`config.mk`:
```
export PLATFORM = sky130hd
export DESIGN_NAME = ahb_sram_slave
export DESIGN_NICKNAME = d
export VERILOG_FILES = /design/src/rtl/ahb_sram_slave.sv
export SDC_FILE = /design/constraint.sdc
export NUM_CORES = 1
export LEC_CHECK = 0
export BUFFER_PORTS_ARGS = -buffer_cell sky130_fd_sc_hd__buf_2
export CELL_PAD_IN_SITES_DETAIL_PLACEMENT = 0
export CELL_PAD_IN_SITES_GLOBAL_PLACEMENT = 2
export CORE_MARGIN = 10
export CORE_UTILIZATION = 14
export DETAILED_ROUTE_END_ITERATION = 7
export PLACE_DENSITY = 0.9
export SYNTH_ARGS = -nofsm -noshare
export SYNTH_HDL_FRONTEND = slang
export SYNTH_SLANG_ARGS = --single-unit
```
`constraint.sdc`:
```
create_clock -name clk -period 1.8 [get_ports clk]
set_clock_uncertainty 0.15 [all_clocks]
set_input_delay 0.09 -clock clk [delete_from_list [all_inputs] [get_ports clk]]
set_output_delay 0.09 -clock clk [all_outputs]
set_load 0.05 [all_outputs]
```
`src/rtl/ahb_sram_slave.sv`:
```
// ahb_sram_slave: AHB-Lite slave bridging transfers onto a single-port synchronous SRAM
module ahb_sram_slave #(
  parameter int          AW        = 10,
  parameter logic [31:0] BASE_ADDR = 32'h0000_0000
) (
  input  logic          clk,
  input  logic          rst_n,
  input  logic          hsel,
  input  logic [31:0]   haddr,
  input  logic [1:0]    htrans,
  input  logic          hwrite,
  input  logic [2:0]    hsize,
  input  logic [31:0]   hwdata,
  output logic [31:0]   hrdata,
  output logic          hreadyout,
  output logic          hresp,
  output logic          sram_csb,
  output logic          sram_web,
  output logic [3:0]    sram_wmask,
  output logic [AW-1:0] sram_addr,
  output logic [31:0]   sram_din,
  input  logic [31:0]   sram_dout
);
  typedef enum logic [2:0] {IDLE, WR, RD1, RD2, ERR1, ERR2} state_t;
  state_t        r_state, w_next;
  logic [AW+1:0] r_addr;
  logic [2:0]    r_size;
  logic          w_ready, w_accept, w_err, w_wr, w_rd;
  logic [3:0]    w_mask;
  assign w_ready  = r_state inside {IDLE, WR, RD2, ERR2};
  assign w_accept = w_ready && hsel && htrans[1];
  assign w_err    = (hsize > 3'd2) || (hsize == 3'd1 && haddr[0]) ||
                    (hsize == 3'd2 && haddr[1:0] != 2'b00) ||
                    (haddr[31:AW+2] != BASE_ADDR[31:AW+2]);
  always_comb begin
    w_next = r_state;
    if (w_ready) w_next = !w_accept ? IDLE : w_err ? ERR1 : hwrite ? WR : RD1;
    else         w_next = (r_state == RD1) ? RD2 : ERR2;
  end
  always_ff @(posedge clk) begin
    if (!rst_n) begin
      r_state <= IDLE;
      r_addr  <= '0;
      r_size  <= '0;
    end else begin
      r_state <= w_next;
      if (w_accept) begin
        r_addr <= haddr[AW+1:0];
        r_size <= hsize;
      end
    end
  end
  // SRAM strobes are gated by reset so a write caught by reset never reaches the macro
  assign w_wr   = rst_n && (r_state == WR);
  assign w_rd   = rst_n && (r_state == RD1);
  assign w_mask = (r_size == 3'd0) ? (4'b0001 << r_addr[1:0]) :
                  (r_size == 3'd1) ? (r_addr[1] ? 4'b1100 : 4'b0011) : 4'b1111;
  assign hreadyout  = w_ready;
  assign hresp      = r_state inside {ERR1, ERR2};
  assign hrdata     = (r_state == RD2) ? sram_dout : '0;
  assign sram_csb   = !(w_wr || w_rd);
  assign sram_web   = !w_wr;
  assign sram_wmask = w_wr ? w_mask : 4'b0000;
  assign sram_addr  = r_addr[AW+1:2];
  assign sram_din   = hwdata;
endmodule

```
# == Yosys cells after proc, flatten, opt, wreduce, memory -nomap -nowiden ==
# Cells that the tools add are included.
# op_classes
n_eq_ne,8
n_mux,10
magnitude_cmp,1
shifts,1
n_reduce_logical,18
# op_table
operator,count
32-bit 2-to-1 mux,1
20-bit nonzero test,1
4-bit 2-to-1 mux,4
3-bit 2-to-1 mux,4
"3-bit by 1-bit == test with 1-bit output, second input constant",3
"3-bit by 2-bit == test with 1-bit output, second input constant",3
"3-bit == test, second input constant",2
1-bit logical AND,6
3-bit logical NOT,2
1-bit logical OR,4
2-bit nonzero test,2
4-bit nonzero test,1
"1-bit by 2-bit << shifter with 4-bit output, first input constant",1
"3-bit by 2-bit greater-than comparator with 1-bit output, second input constant",1
1-bit logical NOT,2
2-bit 2-to-1 mux,1
# word_totals
output_inout_bits,82
wordCells,41
regBits,18
inputBits,105

# == Longest topological paths before layout ==
# Gate-level depths: netlist of run 1.
# depth
ltp_word,8
mapped_depth,5
depth_no_buf,4

# == Worst setup path after synthesis of run 1 ==
# OpenSTA, ideal clock, no wires.
# synth_timing
path_kind,register -> output
start,register r_state[0]
end,output port sram_wmask[0]
slack_ns,-0.528
required_time_ns,1.560
arrival_time_ns,2.088
path_buffers,1
path_stages_with_launch,4
cell_sequence,dfxtp_1 > or4b_1 > clkbuf_1 > a21oi_1
# synth_between
elab_chain_len,3
# synth_lines
item,line_no,rtl
"start, declared",25,"state_t r_state, w_next;"
"start signal, assigned",46,r_state <= w_next;
3-bit by 1-bit == test with 1-bit output,54,assign w_wr = rst_n && (r_state == WR);
1-bit logical AND,54,
4-bit 2-to-1 mux,63,assign sram_wmask = w_wr ? w_mask : 4'b0000;
"end, declared",19,"output logic [3:0] sram_wmask,"
# Every way passes these cells.

# == Worst setup path in the final report of run 1 ==
# layout_timing
start,register r_state[2]
end,output port sram_wmask[3]
# Same word-level chain as after synthesis.

==> out/results.txt, run 1 <==
The initial antenna violation count came out at 1. Entering global routing, the biggest net connects 33 pins. The critical path is of the flip-flop to output port type.

The worst relative slew slack is 0.526, and the share of the clock period used by the worst path after layout is 0.966. The worst-case IR drop observed on VDD is 207 uV. TritonCTS built the clock tree. For the pin with the worst max-slew slack, the measured transition is 0.708 ns. The clock passes through at most 2 buffers.

Traced cell by cell, the critical path runs through or4b_4 -> a21oi_4 -> buf_4. In the routed layout, each cell is associated on average with a via count of 3.61. The area growth from synthesis to layout is 61.5%. The tool flagged a number of max-cap violations equal to 0. The critical path's largest stage delay was 0.60 ns; the synthesized area divided by synthesized cell count was 8.39 um^2. The post-detailed-route wirelength per cell was 12.9 um. In the final design database the tool counted 373 nets. Routability-driven placement finished with a final weighted congestion of 0.781.

After clock tree synthesis, the clock-pin slew on the worst setup and hold paths is 0.07 ns. The run gives 0 as the final count of pins violating max slew. The worst setup path is launched from a flip-flop.

STA puts the critical path data arrival time at 1.50 ns. For the worst flop-to-flop path, the logic depth is 6. The run finished with clean final reports.

The number of H-tree branching levels was 1. For the initial core utilization, the log shows 0.143. The die area is 14,300 um^2. Final hold violation count: 0. The number of global-route vias before repair is 1,559.

The clock reaches the later pin of the worst-skew pair after 0.25 ns. In the layout the commonest cells are 85 x sky130_fd_sc_hd__buf_2, 32 x sky130_fd_sc_hd__and2_1, 27 x sky130_fd_sc_hd__clkbuf_4. The run gives 0 as the number of warnings printed during yosys synthesis.

For the finished layout, the period the worst path requires is 1.74 ns. The tools report the number of different library cells in the post-synthesis netlist as 32. The worst setup path is captured at an output port.

The end of the worst register-to-register path is r_state[2]. The run gives 1,446 as the via count of the routed design. Worst flop-to-flop path startpoint: r_state[1]. The final hold slack is 0.0154 ns. Counting every instance in the synthesized netlist gives 166. In this run the worst hold path is classified as input pin to flip-flop. The first-pass GRT wire length was 8020 um. The total routing resource utilization after global routing came out at 0.0663. After synthesis the netlist holds a flip-flop and latch count of 18. Most common flop cell mapped by yosys: sky130_fd_sc_hd__dfxtp_1. The number of placement rows was 36.

Summed over all cells, the static leakage comes to 0.00114 uW. The worst hold path was traced through 3 stages. The core region is 9730 um^2. The fraction of layout cells with a size suffix above 1 is 0.536. The worst hold path begins at hsel.

The tools report the synthesized net count as 271. Tracing the worst setup path back leads to its startpoint at r_state[2]. Setup violations remaining at the end of the flow were counted as 0. In this run the clock root is driven by a sky130_fd_sc_hd__clkbuf_8. Commonest non-fill, non-tap cell in the layout: sky130_fd_sc_hd__buf_2. Port buffering added 121 buffers. The run gives 1.56 ns as the data required time at the worst endpoint.

The tools report the timing-limited maximum frequency as 575 MHz. The total clock buffers created by CTS came out at 3. The die height is 120 um, and the detailed-routing iteration count for the pre-antenna-repair pass is 3.

The share of synthesized flip-flops with an asynchronous set or reset came out at 0. 187 I/O pins were placed. The post-synthesis instance area was 1390 um^2. The total congestion overflow is 0, and the count of buffer and inverter cells on the critical path is 1. Worst min-delay path endpoint: r_state[0]. Detailed placement ended at an HPWL of 4310 um. The biggest fanout along the worst timing path is 5, and the total wire length is 5180 um. In the routed design, unresolved DRC markers number 0. The run gives 70 as the number of DRC markers after the initial detailed-route iteration.

The setup slack on the worst flop-to-flop path is 0.28 ns. The post-route antenna net violation count was 0; the fraction of the yosys area taken by sequential cells was 0.259. The largest individual stage delay along the critical path comes from the cell sky130_fd_sc_hd__or4b_4. Kind of cell adding the most delay to the critical path: simple AND/OR/NAND/NOR gates. The power density of the placed cells is 471 nW/um^2. Clock tree synthesis found a total of 18 sinks.

Counting flops with a built-in enable in the synthesized netlist gives 0. The design draws 1060 uW. Measured along the x axis, the die boundary spans 120 um.

The number of setup buffers added after CTS is 0.
==> worst min-delay path: stages <==
cell and delay (ns):
sky130_fd_sc_hd__buf_2 0.13, sky130_fd_sc_hd__nand4_1 0.07, sky130_fd_sc_hd__o22ai_1 0.07
==> metal layers <==
layer | global-route usage | wire length, um | vias up
li1 | - | - | 711
met1 | 0.0748 | 2240 | 652
met2 | 0.114 | 2470 | 81
met3 | 0.0230 | 436 | 2
met4 | 0.0226 | 40 | 0
met5 | 0 | 0 | -
==> registers in the layout, summed over array words and instances (netlist names) <==
register,cells
r_size,3
r_addr,12
r_state,3
==> timing repair <==
item                                    4_1_cts  5_1_grt
endpoints found under the hold margin        17        0
gates cloned                                  0        0
hold buffers                                 17        0
endpoints found under the setup margin        5       36
pin swaps                                     0        1
resized for setup                             5       38
==> metrics by stage <==
stage | setup slack (ns) | area (um^2) | instances | utilization | TNS [ns]
floorplan | 0.0742 | 1440 | 166 | - | 0
global placement | 0.0766 | 1920 | 379 | 0.198 | 0
detailed placement | 0.0216 | 1920 | 379 | 0.198 | 0
CTS | 0.00828 | 2160 | 400 | 0.222 | 0
global route | -0.0175 | 2250 | 401 | 0.231 | -0.0383
finish | 0.0606 | 2250 | 401 | 0.231 | 0
==> how the worst max path moves through the flow <==
stage	cells after the start	end
4_1_cts	3	sram_wmask[3]
5_1_grt	5	hrdata[21]
6_report	3	sram_wmask[3]
3_3_place_gp	6	r_state[2]
2_1_floorplan	3	sram_wmask[0]
3_5_place_dp	6	r_state[2]
==> cells in the mapped netlist, drive strengths merged (2+ instances only) <==
master | n | share of area
nor2 | 18 | 0.050
and2 | 32 | 0.14
o21bai | 2 | 0.011
nor3 | 3 | 0.014
inv | 2 | 0.0054
clkbuf | 6 | 0.016
or4b | 2 | 0.014
buf | 43 | 0.24
mux2i | 15 | 0.11
a21oi | 5 | 0.018
nor4 | 3 | 0.013
dfxtp | 18 | 0.26
o21ai | 2 | 0.0072
==> power by group <==
group	internal [uW]	switching [uW]
combinational	139	164
clock	194	132
sequential	419	11.2
total	752	307
==> cell families (layout without fill, tap and decap cells) <==
logic type                Yosys count  in the layout  synth area share
muxes                              15             15             0.108
DFF                                18             18             0.259
xor gates and xnor gates            1              1           0.00629
and+or+nand+nor                    66             66             0.276
buffers and inverters              51            152             0.262
other                               0              1                 0
AOI/OAI and AO/OA                  15             15            0.0890
==> area by class of cell <==
| type | instances | area [um^2] |
|---|---|---|
| fillers | 1072 | 7480 |
| clock buffers | 4 | 55.1 |
| well taps | 133 | 166 |
| multi-input cells | 97 | 716 |
| repair buffers | 146 | 942 |
| inverters | 2 | 7.51 |
| diodes | 1 | 2.50 |
| flip-flops and latches | 18 | 360 |
(Power assumes the default switching activity.)
==> run 2, diff against run 1 <==
==> constraint.sdc (replaced) <==
create_clock -name clk -period 1.8 [get_ports clk]
set_clock_uncertainty 0.15 [all_clocks]
set_input_delay 0.27 -clock clk [delete_from_list [all_inputs] [get_ports clk]]
set_output_delay 0.27 -clock clk [all_outputs]
set_load 0.05 [all_outputs]
==> out/results.txt, run 2 (synthesis gave the netlist of run 1 again) <==
On the critical path, the stage with the largest delay is an instance of sky130_fd_sc_hd__or4b_4. The timing-limited maximum frequency is 517 MHz (-10%), and the maximum clock path buffer count is 2 (unchanged). By startpoint and endpoint, the worst setup path is classified as flip-flop to output port. The worst setup path is captured at an output port. The run gives 14,300 um^2 (unchanged) as the die area. The run gives 0 (-1) as the initial antenna violation count. The run gives 260 uV (+26%) as the worst supply voltage drop on vdd.

The number of flip-flops in the largest register is 12 (unchanged), and the total congestion overflow is 0 (unchanged). In this run the critical register-to-register path is captured at r_addr[6]. The logs give 33 (unchanged) for the pin count of the biggest net entering global routing and 0.755 (-3.4%) for the final weighted congestion in routability-driven placement. The largest registers in the layout are r_addr x12, r_size x3, r_state x3. The tools report the number of H-tree branching levels as 1 (unchanged).

Data required time at the worst endpoint: 1.38 ns (-0.18 ns). Final setup violation count: 37 (+37). The fraction of layout cells with a size suffix above 1 was 0.607 (+0.0716); the worst relative slew slack was 0.499 (-0.0267). The run gives 0 (unchanged) as the post-route antenna net violation count. The antenna cell count was 0 (-1). Cell count along the critical path: 3 (unchanged). Setup repair after global routing could not meet its margin everywhere.

For the clock insertion delay at the later pin of the skew report, the log shows 0.25 ns (about the same). The actual slew at the worst max-slew pin is 0.748 ns (+0.0399 ns), and the number of placement rows is 36 (unchanged). The placed cell count is 378 (-0.26%). The logs give 2 (-1) for the detailed-routing iteration count for the pre-antenna-repair pass and 0.235 (+0.00386) for the final standard cell utilization of the core. The flow ran to the end, but the final reports show violations. The tools report the number of global-route vias before repair as 1,494 (-4.2%). The critical path's largest stage delay was 0.60 ns (about the same); the final hold violation count was 0 (unchanged).

The run gives 358 (-4.0%) as the number of nets at the end of the flow. Initial core utilization: 0.143 (unchanged). The count of buffer and inverter cells on the critical path is 1 (unchanged).

The path class of the tightest hold or removal check is input pin to flip-flop. The horizontal extent of the die is 120 um (unchanged). The run gives 385 (-4.0%) as the filler-free cell count of the finished design. The relative area change from synthesis to final layout was 64.2%. The register with the most flip-flops in the final layout is r_addr. The clock transition at the registers of the reported paths came out at 0.07 ns (about the same). The final critical delay including setup and external delays works out to 1.93 ns (+0.193 ns). The commonest non-fill, non-tap cell in the layout is sky130_fd_sc_hd__buf_2. Walking the worst path, the cells encountered are or4b_4 -> a21oi_4 -> buf_8. For the placement-stage worst setup slack, the log shows -0.0856 ns (-0.107 ns). The number of cells on the worst reg-to-reg path was 6 (unchanged); the total wire length was 5250 um (+1.2%).

In this run the worst setup path terminates at sram_wmask[2]. The tools report the total clock buffers created by CTS as 3 (unchanged). The core region area is 9730 um^2 (unchanged), and the setup slack on the worst flop-to-flop path is 0.26 ns (-0.02 ns). The post-route DRC violation count came out at 0 (unchanged). The worst endpoint data arrival time is 1.51 ns (about the same). The power density of the placed cells works out to 456 nW/um^2 (-3.1%).

The count of maximum capacitance violations was 0 (unchanged); the post-layout worst setup margin was -0.133 ns (-0.193 ns). Total routing resource utilization after global routing: 0.0662 (-0.0000970). Launching element of the worst setup path: r_state[2]. For the final hold slack, the log shows 0.0727 ns (+0.0573 ns). Die height: 120 um (unchanged). Share of the clock period used by the worst path after layout: 1.07 (+0.107). The final reports fail on setup timing. The first-pass GRT wire length is 7890 um (-1.6%). The via-per-instance ratio was 3.59 (-0.31%); the post-detailed-route wirelength per cell was 13.6 um (+5.4%).

For the HPWL after detailed placement, the log shows 4380 um (+1.7%). The critical path startpoint category was a flip-flop. The tools report the clock root buffer as sky130_fd_sc_hd__clkbuf_8. The tools report the number of top-level design ports as 187 (unchanged). The kind of cell adding the most delay to the critical path is simple AND/OR/NAND/NOR gates.

Leaving out fill and tap cells, the most frequent cells in the layout are 83 x sky130_fd_sc_hd__buf_2, 35 x sky130_fd_sc_hd__buf_6, 29 x sky130_fd_sc_hd__and2_1. The number of buffers added on ports is 121 (unchanged), and the hold buffer count at CTS is 0 (-17). The worst flop-to-flop path startpoint is r_state[0].

The number of DRC markers after the initial detailed-route iteration is 19 (-73%). The cell leakage power was 0.00114 uW (+0.26%); the via count of the routed design was 1,384 (-4.3%). TritonCTS built the clock tree. The run gives 0 (unchanged) as the final count of pins violating max slew.

The biggest fanout along the worst timing path is 5 (unchanged), and the CTS sink count is 18 (unchanged).
run 2: cell count changes in the layout (fill, tap and decap cells not counted), sizes merged:
cell	before	now
buf	102	131
clkbuf	31	4
dlygate4sd3	17	0
diode	1	0
run 2: metal layers:
metal  up-vias  global-route usage  wire length [um]
met4         0              0.0173                67
met1       593              0.0687              2020
met2       102               0.114              2490
met5         -                   0                 0
li1        679                   -                 -
met3        10              0.0361               663
run 2: cell type report:
class | instances | area, um^2
fill | 1076 | 7440
timing repair buffer | 131 | 962
sequential | 18 | 364
clock buffer | 4 | 55.1
inverter | 2 | 7.51
tap | 133 | 166
multi-input combinational | 97 | 732
run 2: how the worst min path moves through the flow:
stage / from / end / slack [ns] / cells after the start
after floorplan: hwrite / r_state[1] / 0.22 / 1
after global placement: r_addr[5] / r_addr[5] / 0.32 / 2
after detailed placement: r_addr[3] / r_addr[3] / 0.33 / 2
after CTS: hwrite / r_state[1] / 0.06 / 2
after global routing: hwrite / r_state[1] / 0.07 / 2
final: hwrite / r_state[1] / 0.07 / 2
run 2: worst reg2reg max path, cell delays in order (launching register included):
cell,delay (ns)
sky130_fd_sc_hd__dfxtp_2,0.32
sky130_fd_sc_hd__buf_6,0.12
sky130_fd_sc_hd__buf_4,0.14
sky130_fd_sc_hd__o2111ai_4,0.22
sky130_fd_sc_hd__buf_12,0.21
sky130_fd_sc_hd__mux2i_1,0.22
sky130_fd_sc_hd__nor2_1,0.05
run 2: metrics by stage:
stage	TNS (ns)	area [um^2]	power [uW]
2_1_floorplan	0	1470	804
3_3_place_gp	-0.271	1940	712
3_5_place_dp	-0.311	1940	718
4_1_cts	-2.74	2220	1060
5_1_grt	-5.30	2290	1110
6_report	-2.31	2290	1040
run 2: where the power goes:
part	total, uW	switching (uW)	internal, uW
clock network	331	137	194
registers	431	11.5	420
logic	281	158	123
total	1040	306	736
run 2: repair_timing:
action                                  CTS  global route
resized for setup                        73            15
pin swaps                                 1             2
setup buffers                             0             3
cloned                                    0             0
endpoints found under the setup margin   37            39
